### src/rtl/prio_arbiter_pkg.sv
// prio_arbiter_pkg: shared types and helpers for the priority arbiter.
//   state_e  : arbiter FSM states (IDLE, HOLD)
//   calc_iw  : index width derived from the number of request lines
package prio_arbiter_pkg;

  typedef enum logic {
    IDLE = 1'b0,
    HOLD = 1'b1
  } state_e;

  function automatic int calc_iw(input int n);
    return (n > 1) ? $clog2(n) : 1;
  endfunction

endpackage

### src/rtl/prio_pick.sv
// prio_pick: purely combinational winner search over a request vector.
// Ports:
//   vector [N]  : candidate request bits
//   start  [IW] : search start position (used only in round-robin mode)
//   mode        : 0 = highest set index wins, 1 = ascending from start, wrapping
//   found       : at least one bit of vector is set
//   idx    [IW] : winning index (0 when nothing found)
//   onehot [N]  : one-hot of idx, zero when nothing found
module prio_pick
  import prio_arbiter_pkg::*;
#(
  parameter int N  = 4,
  parameter int IW = calc_iw(N)
) (
  input  logic [N-1:0]  vector,
  input  logic [IW-1:0] start,
  input  logic          mode,
  output logic          found,
  output logic [IW-1:0] idx,
  output logic [N-1:0]  onehot
);

  logic [N-1:0] rot;
  int           sel;

  always_comb begin
    found = |vector;
    sel   = 0;
    // Rotate so the start position lands on bit 0; the lowest set bit of
    // rot is then the first hit of an ascending, wrapping search.
    rot   = N'({vector, vector} >> start);
    if (mode) begin
      for (int k = N - 1; k >= 0; k--) begin
        if (rot[k]) sel = (int'(start) + k) % N;
      end
    end else begin
      for (int i = 0; i < N; i++) begin
        if (vector[i]) sel = i;
      end
    end
    idx    = IW'(sel);
    onehot = found ? (N'(1) << idx) : '0;
  end

endmodule

### src/rtl/prio_arbiter.sv
// prio_arbiter: request coalescing arbiter with registered grant output.
// Ports:
//   clk, rst_n  : clock, asynchronous active-low reset
//   req [N]     : request pulses, OR-ed into the sticky pending register
//   out_ready   : consumer accepts the presented grant
//   out_valid   : a grant is presented
//   out_idx     : binary index of the granted line (holds after the last grant)
//   out_onehot  : one-hot grant, zero while out_valid is low
//   pending [N] : sticky request register
// Build option: define PRIO_ARBITER_RR_EN for round-robin arbitration;
// otherwise fixed priority (highest index wins) and no pointer register.
//
// state | meaning
// IDLE  | no grant presented, waiting for any request
// HOLD  | grant presented, held until out_ready
module prio_arbiter
  import prio_arbiter_pkg::*;
#(
  parameter int N  = 4,
  parameter int IW = calc_iw(N)
) (
  input  logic          clk,
  input  logic          rst_n,
  input  logic [N-1:0]  req,
  input  logic          out_ready,
  output logic          out_valid,
  output logic [IW-1:0] out_idx,
  output logic [N-1:0]  out_onehot,
  output logic [N-1:0]  pending
);

  state_e        state_q, state_d;
  logic [IW-1:0] idx_q, idx_d;
  logic [N-1:0]  onehot_q, onehot_d;
  logic [N-1:0]  pending_q, pending_d;

  logic [N-1:0]  cand;
  logic          pick_found;
  logic [IW-1:0] pick_idx;
  logic [N-1:0]  pick_onehot;
  logic [IW-1:0] start;
  logic          mode;
  logic          issue;

  // Same-edge requests take part in arbitration, giving one-cycle latency.
  assign cand  = pending_q | req;
  assign issue = pick_found && ((state_q == IDLE) || out_ready);

`ifdef PRIO_ARBITER_RR_EN
  logic [IW-1:0] ptr_q, ptr_d;

  assign start = ptr_q;
  assign mode  = 1'b1;

  always_comb begin
    ptr_d = ptr_q;
    if (issue) ptr_d = IW'((int'(pick_idx) + 1) % N);
  end

  always_ff @(posedge clk or negedge rst_n) begin
    if (!rst_n) ptr_q <= '0;
    else        ptr_q <= ptr_d;
  end
`else
  assign start = '0;
  assign mode  = 1'b0;
`endif

  prio_pick #(
    .N  (N),
    .IW (IW)
  ) u_pick (
    .vector (cand),
    .start  (start),
    .mode   (mode),
    .found  (pick_found),
    .idx    (pick_idx),
    .onehot (pick_onehot)
  );

  always_comb begin
    state_d   = state_q;
    idx_d     = idx_q;
    onehot_d  = onehot_q;
    pending_d = cand;
    if (issue) begin
      state_d   = HOLD;
      idx_d     = pick_idx;
      onehot_d  = pick_onehot;
      // A same-edge request on the winning line is absorbed by this grant.
      pending_d = cand & ~pick_onehot;
    end else if ((state_q == HOLD) && out_ready) begin
      state_d  = IDLE;
      onehot_d = '0;
    end
  end

  always_ff @(posedge clk or negedge rst_n) begin
    if (!rst_n) begin
      state_q   <= IDLE;
      idx_q     <= '0;
      onehot_q  <= '0;
      pending_q <= '0;
    end else begin
      state_q   <= state_d;
      idx_q     <= idx_d;
      onehot_q  <= onehot_d;
      pending_q <= pending_d;
    end
  end

  assign out_valid  = (state_q == HOLD);
  assign out_idx    = idx_q;
  assign out_onehot = onehot_q;
  assign pending    = pending_q;

endmodule

### config.mk
export PLATFORM = sky130hd
export DESIGN_NAME = prio_arbiter
export DESIGN_NICKNAME = d
export VERILOG_FILES = /design/src/rtl/prio_arbiter_pkg.sv /design/src/rtl/prio_pick.sv /design/src/rtl/prio_arbiter.sv
export SDC_FILE = /design/constraint.sdc
export NUM_CORES = 1
export LEC_CHECK = 0
export CAP_MARGIN = 20
export CORE_UTILIZATION = 35
export CTS_CLUSTER_DIAMETER = 100
export CTS_CLUSTER_SIZE = 30
export DETAILED_ROUTE_END_ITERATION = 8
export PLACE_DENSITY_LB_ADDON = 0.05
export SETUP_SLACK_MARGIN = 0.1
export SYNTH_ARGS = -nofsm -noshare
export SYNTH_HDL_FRONTEND = slang
export SYNTH_SLANG_ARGS = --single-unit
### constraint.sdc
create_clock -name clk -period 4.52 [get_ports clk]
set_clock_uncertainty 0.1 [all_clocks]
set_input_delay 0.678 -clock clk [delete_from_list [all_inputs] [get_ports clk]]
set_output_delay 0.678 -clock clk [all_outputs]
set_load 0.005 [all_outputs]
==> impl_metrics.tcl <==
set metrics [dict create \
    outcome "complete, no violations" \
    regToRegSetupSlack_ps 2910 \
    slew_headroom_pct 64.5 \
    grtUsageTotal_pct 17.7 \
    root_buffer "clkbuf_4" \
    drc 0 \
    portBuffers 17 \
    cts_max_level 1 \
    io_pins 18 \
    hp-class "flop to flop" \
    fin_crit_ps 2100 \
    whs_path_depth 1 \
    async_flop_share_pct 100 \
    avgSynthCellArea_um2 11.0 \
    crit_type "input pin to flop" \
    finalWirelength_um 1060 \
    postCtsSetupRepairBufs 0 \
    fin_tns_setup_ps 0 \
    synth_edf_count 0 \
    initial_core_util_pct 37.6 \
    clk_path_buf_depth 2 \
    ys_types 23 \
    vias 431 \
    syn_inst 44 \
    worstPathRequired_ps 4600 \
    ys_seq_area_share_pct 57.0 \
    synthFlopType "dfrtp_1" \
    grt_pass1_wl_um 1730 \
    p_int_mw 0.158 \
    rows 13 \
    rsz0062_at_grt "false" \
    power_frac_seq_pct 52.8 \
    ys_seq_elements 11 \
    endpoint_kind "flop" \
    worst_r2r_endpoint "out_onehot[0]" \
    clock.fmax_mhz 475 \
    finalHoldViolations 0 \
    cts_hold_buf 0 \
    synth_warnings 0 \
    synthTopCellsByArea "dfrtp_1, nor2_1, o2bb2ai_1, o21ai_0, nor4_2" \
    fin_ws_ps 2420 \
    place_hpwl_um 816 \
    fin_util_pct 54.3 \
    power.switching_mw 0.0488 \
    total_power_mw 0.207 \
    min_to "out_onehot[1]" \
    start_kind "input pin" \
    synth.most_common_cell "dfrtp_1" \
    ff2ff_path_depth 3 \
    cts_tree "built" \
    cts-resized-gates 0 \
    grt_pass1_vias 414 \
    antenna_found_initial 0 \
    drive_gt1_share_pct 9.23 \
    tightest_slew_ps 528 \
    final-setup-viol-count 0 \
    ant_nets 0 \
    placed_cells 76 \
    dr.pass1.iters 4 \
    syn_nets 51 \
    grt_overflow_total 0 \
    slew_violations 0 \
    synth_top_area_share_pct 57.0 \
    cp_max_fo 6 \
    p_comb_share_pct 16.0 \
    min_from "out_onehot[1]" \
    clock_sinks 11 \
    grt_max_degree 12 \
    synth_top_area_cell "dfrtp_1" \
    clk_latency_ps 260 \
    pwr-share-clk_pct 31.1 \
    syn_to_final_growth_pct 44.6 \
    path_clk_slew_ps 60 \
    viasPerCell 5.39 \
    diodes 0 \
    r2r_start "pending[3]" \
    fin_nets 73 \
    gp_congestion 0.834 \
    worst_ir_drop_vdd_uv 174 \
    fp.dieH_um 39.1 \
    arrival_ps 2190 \
    die_area_um2 1530 \
    die_w_um 39.1 \
    syn-cell-area_um2 483 \
    stdcell_count 80 \
    drv_cap 0 \
    power_density_nw_per_um2 296 \
    yosys-top-cells-count "dfrtp_1, nor2_1, nand2_1, o21ai_0" \
    finalCritPeriodShare_pct 46.6 \
    drt_iter0_markers 3 \
    core_um2 1280 \
    post-place-ws_ps 2170 \
    avgRoutedWirePerCell_um 13.2 \
    cts_buffers 3 \
    leakage_nw 0.269 \
    netSwitchingFraction_pct 23.6 \
]
[cell usage in the layout (no fill, tap or decap), types with 2 or more instances in the layout]
master           count
a21oi_1              2
clkbuf_4             3
clkdlybuf4s50_1     17
dfrtp_1             11
nand2_1              3
nor2_1               6
o21ai_0              3
o2bb2ai_1            2
[power by group through the flow]
stage / clock [mW] / combinational [mW] / sequential [mW]
after CTS: 0.0663 / 0.0334 / 0.109
final: 0.0643 / 0.0331 / 0.109
after floorplan: 0 / 0.0102 / 0.111
after global placement: 0 / 0.0329 / 0.111
after global routing: 0.0712 / 0.0365 / 0.110
after detailed placement: 0 / 0.0332 / 0.111
[stage by stage]
step           cell area (um2)  hold WS, ps
6_report                   698          393
2_1_floorplan              483          282
3_3_place_gp               672          380
4_1_cts                    698          400
3_5_place_dp               672          385
5_1_grt                    698          421
[state kept, by name, summed over array words and instances (netlist names)]
signal	flops
out_idx	2
out_onehot	4
out_valid	1
pending	4
[worst max path at each step]
stage / startpoint / endpoint / slack [ps] / cells after the start
finish: req[3] / out_onehot[0] / 2420 / 4
global route: req[3] / out_onehot[0] / 2390 / 4
CTS: req[3] / out_onehot[0] / 2430 / 4
detailed placement: req[3] / out_onehot[0] / 2170 / 4
global placement: req[3] / out_onehot[0] / 2150 / 4
floorplan: req[0] / out_onehot[2] / 2740 / 3
[logic make-up (layout without fill, tap and decap cells)]
kind of cell	count (synthesis)	in the layout	synth area share, %
flip-flops	11	11	57.0
AND/OR/NAND/NOR	17	17	19.4
AO/OA/AOI/OAI	15	15	22.8
buffers and inverters	1	22	0.776
[routing by layer]
metal	up-vias	part of all wire (%)	global-route usage, %
met4	0	0	5.17
li1	213	-	-
met5	-	0	0
met2	10	49	29.6
met1	208	45	19.6
met3	0	6.3	8.67
[cell type report]
| type | count | area [um2] |
|---|---|---|
| Clock buffer | 4 | 26.3 |
| Fill cell | 126 | 587 |
| Inverter | 1 | 3.75 |
| Multi-Input combinational cell | 32 | 204 |
| Sequential cell | 11 | 275 |
| Tap cell | 15 | 18.8 |
| Timing Repair Buffer | 17 | 170 |
[worst max-delay path, stage by stage]
cell	delay (ps)
clkdlybuf4s50_1	500
or4_4	590
o31ai_2	270
o2bb2ai_1	150
Power figures use the tool's default switching activity.
